--- src/rtl/mux_scan_bus.sv ---
// mux_scan_bus: N-channel, W-bit bus multiplexer with a registered output.
// Manual mode picks a channel with i_sel. Auto-scan mode steps an internal pointer
// through the channels, dwelling DWELL cycles on each one.
// Optional feature: define MUX_SCAN_MASK_EN to add i_ch_mask (1 = channel enabled).
// With the mask, scanning skips disabled channels, and selecting a disabled channel
// counts as an invalid select.
module mux_scan_bus #(
    parameter int unsigned CHANNELS = 8,
    parameter int unsigned WIDTH    = 4,
    parameter int unsigned SEL_W    = 4,
    parameter int unsigned DWELL    = 4
) (
    input  logic                      i_clk,
    input  logic                      i_reset,
    input  logic [CHANNELS*WIDTH-1:0] i_in,
    input  logic [SEL_W-1:0]          i_sel,
    input  logic                      i_mode,
    input  logic                      i_hold,
`ifdef MUX_SCAN_MASK_EN
    input  logic [CHANNELS-1:0]       i_ch_mask,
`endif
    output logic [WIDTH-1:0]          o_out,
    output logic [SEL_W-1:0]          o_out_ch,
    output logic                      o_valid,
    output logic                      o_err,
    output logic                      o_frame
);

    localparam int unsigned      CNT_W    = $clog2(DWELL) + 1;
    localparam logic [CNT_W-1:0] CNT_LAST = CNT_W'(DWELL - 1);

    logic [WIDTH-1:0] r_out;
    logic [SEL_W-1:0] r_out_ch;
    logic             r_valid;
    logic             r_err;
    logic             r_frame;
    logic [SEL_W-1:0] r_ptr;
    logic [CNT_W-1:0] r_cnt;
    logic             r_mode;

    logic [CHANNELS-1:0] w_en;
    logic                w_any_en;
    logic                w_sel_ok;
    logic [SEL_W-1:0]    w_first_en;
    logic [SEL_W-1:0]    w_ptr_adv;
    logic                w_step;
    logic [SEL_W-1:0]    w_ptr_nxt;
    logic [SEL_W-1:0]    w_entry_ptr;

`ifdef MUX_SCAN_MASK_EN
    assign w_en = i_ch_mask;
`else
    assign w_en = '1;
`endif

    // Channel data for index idx; out-of-range indices read as zero.
    function automatic logic [WIDTH-1:0] f_pick(input logic [CHANNELS*WIDTH-1:0] bus,
                                                input logic [SEL_W-1:0]          idx);
        logic [WIDTH-1:0] v;
        v = '0;
        for (int i = 0; i < int'(CHANNELS); i++) begin
            if (idx == SEL_W'(i)) v = bus[i*WIDTH +: WIDTH];
        end
        return v;
    endfunction

    // Select validation, lowest enabled channel and next enabled channel after r_ptr.
    always_comb begin
        w_any_en   = |w_en;
        w_sel_ok   = 1'b0;
        w_first_en = '0;
        for (int i = 0; i < int'(CHANNELS); i++) begin
            if (i_sel == SEL_W'(i)) w_sel_ok = w_en[i];
        end
        for (int i = int'(CHANNELS) - 1; i >= 0; i--) begin
            if (w_en[i]) w_first_en = SEL_W'(i);
        end
        // Smallest enabled index above r_ptr, else wrap to the lowest enabled one.
        w_ptr_adv = w_first_en;
        for (int i = int'(CHANNELS) - 1; i >= 0; i--) begin
            if (w_en[i] && (SEL_W'(i) > r_ptr)) w_ptr_adv = SEL_W'(i);
        end
        w_step      = (r_cnt == CNT_LAST);
        // The output follows the pointer on the advance edge, so each channel
        // stays on o_out_ch for exactly DWELL cycles.
        w_ptr_nxt   = w_step ? w_ptr_adv : r_ptr;
        w_entry_ptr = w_sel_ok ? i_sel : w_first_en;
    end

    // Output, pointer, dwell counter and mode history; reset wins, then hold, then mode.
    always_ff @(posedge i_clk) begin
        if (i_reset) begin
            r_out    <= '0;
            r_out_ch <= '0;
            r_valid  <= 1'b0;
            r_err    <= 1'b0;
            r_frame  <= 1'b0;
            r_ptr    <= '0;
            r_cnt    <= '0;
            r_mode   <= 1'b0;
        end else begin
            r_err   <= 1'b0;
            r_frame <= 1'b0;
            if (i_hold) begin
                // All state frozen; the pulses above are cleared.
            end else if (!i_mode) begin
                r_mode <= 1'b0;
                if (w_sel_ok) begin
                    r_out    <= f_pick(i_in, i_sel);
                    r_out_ch <= i_sel;
                    r_valid  <= 1'b1;
                end else begin
                    r_err <= 1'b1;
                end
            end else if (!w_any_en) begin
                // Nothing to scan: keep everything and flag every cycle.
                r_err <= 1'b1;
            end else if (!r_mode) begin
                r_mode   <= 1'b1;
                r_ptr    <= w_entry_ptr;
                r_cnt    <= '0;
                r_out    <= f_pick(i_in, w_entry_ptr);
                r_out_ch <= w_entry_ptr;
                r_valid  <= 1'b1;
                r_err    <= !w_sel_ok;
            end else begin
                r_cnt    <= w_step ? '0 : r_cnt + CNT_W'(1);
                r_ptr    <= w_ptr_nxt;
                r_out    <= f_pick(i_in, w_ptr_nxt);
                r_out_ch <= w_ptr_nxt;
                r_frame  <= w_step && (w_ptr_adv < r_ptr);
            end
        end
    end

    assign o_out    = r_out;
    assign o_out_ch = r_out_ch;
    assign o_valid  = r_valid;
    assign o_err    = r_err;
    assign o_frame  = r_frame;

endmodule

--- config.mk ---
export PLATFORM = sky130hd
export DESIGN_NAME = mux_scan_bus
export DESIGN_NICKNAME = d
export VERILOG_FILES = /design/src/rtl/mux_scan_bus.sv
export SDC_FILE = /design/constraint.sdc
export NUM_CORES = 1
export LEC_CHECK = 0
export CAP_MARGIN = 20
export CORE_ASPECT_RATIO = 1.5
export CORE_MARGIN = 4
export CORE_UTILIZATION = 40
export DETAILED_ROUTE_END_ITERATION = 12
export PLACE_DENSITY = 0.67
export SLEW_MARGIN = 5
export SYNTH_ARGS = -nofsm -noshare
export SYNTH_HDL_FRONTEND = slang
export SYNTH_SLANG_ARGS = --single-unit
--- constraint.sdc ---
create_clock -name i_clk -period 2.25 [get_ports i_clk]
set_clock_uncertainty 0.2 [all_clocks]
set_input_delay 0.225 -clock i_clk [delete_from_list [all_inputs] [get_ports i_clk]]
set_output_delay 0.225 -clock i_clk [all_outputs]
set_load 0.05 [all_outputs]
==> summary.txt <==
Outcome
  • Status: finished clean

Worst hold path
  • Hold Startpoint: o_out_ch[3]
  • Hold Crit Class: register to register
  • Hold EP: o_out_ch[3]
  • Hold Crit Depth: 2

Power and ir drop
  • Clock power frac: between 20 and 25%
  • Reg power frac: 34.6%
  • Leakage: 1.06 nW
  • Internal power: 0.692 mW
  • Worst VDD drop: between 0.3 and 0.4 mV
  • PD cells: 375 nW/um^2
  • Combinational power share: 42.6%
  • Net switching fraction of the power: a little over a third
  • Net Sw Power: roughly 0.37 mW

Layout
  • Final #Nets: about 390
  • Design Area, Final: 2840 um^2
  • Fill cells: ~480
  • Non-filler cells, final: 413
  • Share of cells above drive strength 1: approximately 18%
  • Antenna diodes: 0
  • Area growth, synth to finish: 40.8%

Clock network
  • Worst-path clk slew: ~0.070 ns
  • Clk_lat worst skew: 0.26 ns
  • Num CTS Buffers: 3
  • Max H-tree Level: 1
  • Clock root buffer: clkbuf_8
  • CTS tree: done
  • # clock sinks: 19
  • Clock Tree Buf Depth: 2

Logic synthesis
  • Syn Area/Cell: between 7 and 8 um^2
  • Post-synthesis sequential area ratio: a little under a fifth
  • Async set-reset flop share out of synthesis: 0%
  • EDFF count, synth: 0
  • Synth area leaders: dfxtp_1 (19%), a21oi_1 (8.4%), nor2_1 (5.8%)
  • Post-synth top area share: 18.9%
  • Synth Flop Type: dfxtp_1
  • Syn nets: around 330
  • Yosys cell types: 63
  • Area leader, netlist: dfxtp_1
  • Syn. warnings: 0
  • Mapped cell area: between 2000 and 2500 um^2
  • Register bit count reported by yosys: 19
  • Cells after synthesis: ~280

STA
  • Fmax: 468 MHz
  • Minimum clock period: 2.14 ns
  • Final worst setup slack: 0.113 ns
  • Hold WS: ~0.26 ns
  • Worst-margin pin slew: 0.674 ns
  • Setup TNS: 0 ns
  • Max Slew Vio Count: 0
  • Slew margin rel.: between 50 and 60%
  • RSZ-0062 raised after global routing: no
  • Crit share post-route: 95.0%
  • Setup-failing EPs final: 0
  • Hold Vio Cnt, Final: 0

Setup path
  • Worst r2r path cells: 5
  • Critical path class: register to register
  • Reg2Reg Setup Slack: 0.11 ns
  • CP endpoint kind: register
  • CP required: ~2.3 ns
  • Worst-path maximum fanout: 11
  • Worst R2R Start: r_ptr[2]
  • WP buf/inv: 0
  • Reg-to-Reg End: o_out[2]
  • Worst setup SP type: register
  • Worst Path Arrival: around 2.1 ns
  • Worst path slowest cell: nor2_1
  • Crit path max-delay family: compound AO/OA/AOI/OAI gates
  • Slowest stage delay, CP: between 0.5 and 0.6 ns
  • Crit-path cells: nor2_1 > a32o_1 > nor4_2 > o311a_1 > o21ai_2

Floorplan
  • Die height: approximately 95 um
  • Initial Utilization: approximately 42%
  • DIE AREA: roughly 6300 um^2
  • Num ports: between 50 and 60
  • CORE AREA: 4850 um^2
  • # rows: 31
  • Die W: 66.0 um

Route
  • Drt total wl: 7.48 mm
  • DR vias/cell: 5.91
  • Total number of vias: around 2400
  • Routed Antenna Nets: 0
  • DR iter-0 viols: about 230
  • First-pass DRT Iterations: 4
  • DRC: 0
  • Routed WL per cell: about 18 um

Global route
  • Vias in the first global route: about 2400
  • Antenna violations before repair: 0
  • GRT Resource Usage Total: 23.7%
  • Global route overflow: 0
  • First-pass GRT wire length: around 11 mm
  • Pin count of the biggest net entering global routing: 17

Placed design
  • Post-Place Cells: 409
  • DP Worst Slack: -0.0512 ns
  • Port buffer count: 50
  • Final GP Congestion: between 0.9 and 1
  • Placed Area: ~2700 um^2
  • Post-DP HPWL: approximately 6 mm

Job
  • Max Cap Violations: 0
[cell usage after synthesis (all sizes together), types with 2 or more instances]
master and n:
o221ai 3, o21ai 16, and3 2, clkbuf 7, ha 3, a31oi 3
mux2 3, nand2b 9, o211ai 9, dfxtp 19, nor3b 3, a32oi 2
nor4 4, a32o 3, o31ai 2, mux2i 10, a21o 2, o22ai 3
a22oi 2, buf 17, a21oi 36, o32ai 3, xnor2 3, a211oi 5
nand3 6, nand2 21, inv 12, nor3 8, nand4 8, nor2 31
nor2b 6
[layer usage]
layer / wire length, um / up-vias / share of wire, % / GRT usage, %
met5: 0 / - / 0 / 0
met4: 329 / 0 / 4.4 / 12.7
li1: - / 1190 / - / -
met2: 3770 / 83 / 50 / 41.9
met1: 3010 / 1147 / 40 / 27.4
met3: 366 / 20 / 4.9 / 2.38
[power by group through the flow]
stage / sequential [mW] / combinational, mW / clock, mW
6_report: 0.369 / 0.454 / 0.243
5_1_grt: 0.371 / 0.483 / 0.265
4_1_cts: 0.369 / 0.444 / 0.251
3_5_place_dp: 0.377 / 0.442 / 0
3_3_place_gp: 0.377 / 0.443 / 0
2_1_floorplan: 0.414 / 0.203 / 0
[area by class of cell]
cell class,count,area [um^2],area share (%)
Multi-Input combinational cell,228,1520,53.3
Inverter,12,45.0,1.59
Tap cell,66,82.6,2.91
Timing Repair Buffer,84,768,27.0
Clock buffer,3,41.3,1.45
Clock inverter,1,5.00,0.176
Sequential cell,19,383,13.5
[through the flow]
step,utilization [%],total power [mW]
after floorplan,-,0.617
after global placement,56.6,0.819
after detailed placement,56.6,0.819
after CTS,57.5,1.06
after global routing,58.6,1.12
final,58.6,1.07
[how the worst max path moves through the flow]
stage,startpoint,end,slack (ns),cells past startpoint
floorplan,r_cnt[0],o_out[2],0.19,8
global placement,i_sel[2],o_out[3],-0.02,7
detailed placement,i_sel[2],o_out[3],-0.05,7
CTS,r_cnt[0],o_out[2],0.005,7
global route,r_cnt[1],o_out[1],0.02,8
finish,r_ptr[2],o_out[2],0.11,5
[registers in the layout, summed over array words and instances (netlist names)]
signal	count
r_ptr	4
o_valid	1
o_out_ch	4
r_mode	1
r_cnt	3
o_err	1
o_out	4
o_frame	1
[layout by cell type (no fill, tap or decap), drive strengths merged, types with 3 or more instances in the layout]
cell type and n:
clkdlybuf4s50 50, a21oi 36, buf 34, nor2 31
nand2 21, dfxtp 19, o21ai 16, inv 12
mux2i 10, nand2b 9, o211ai 9, nor3 8
nand4 8, nand3 6, nor2b 6, a211oi 5
nor4 4, mux2 3, nor3b 3, o32ai 3
o22ai 3, a32o 3, o221ai 3, clkbuf 3
a31oi 3, ha 3, xnor2 3
[worst register-to-register path, delay by kind of cell, from the launching register on]
family / cells / cell delay [ns]
flip-flops: 1 / 0.41
AND/OR/NAND/NOR: 2 / 0.64
AO/OA/AOI/OAI: 3 / 0.82
[repair_timing]
| action | in CTS | in global routing |
|---|---|---|
| hold buffers | 0 | 0 |
| resized for setup | 0 | 10 |
| setup buffers | 0 | 0 |
| setup endpoints to repair | 0 | 2 |
[logic make-up after synthesis]
family / count (synthesis) / synth area share [%]
buffers and inverters: 36 / 8.44
and+or+nand+nor: 108 / 27.9
xor gates and xnor gates: 3 / 1.68
AOI/OAI and AO/OA: 100 / 33.5
adders and majority gates: 3 / 1.86
DFF: 19 / 18.9
muxes: 14 / 7.75
Note: power is estimated with default switching activity, not from simulation.
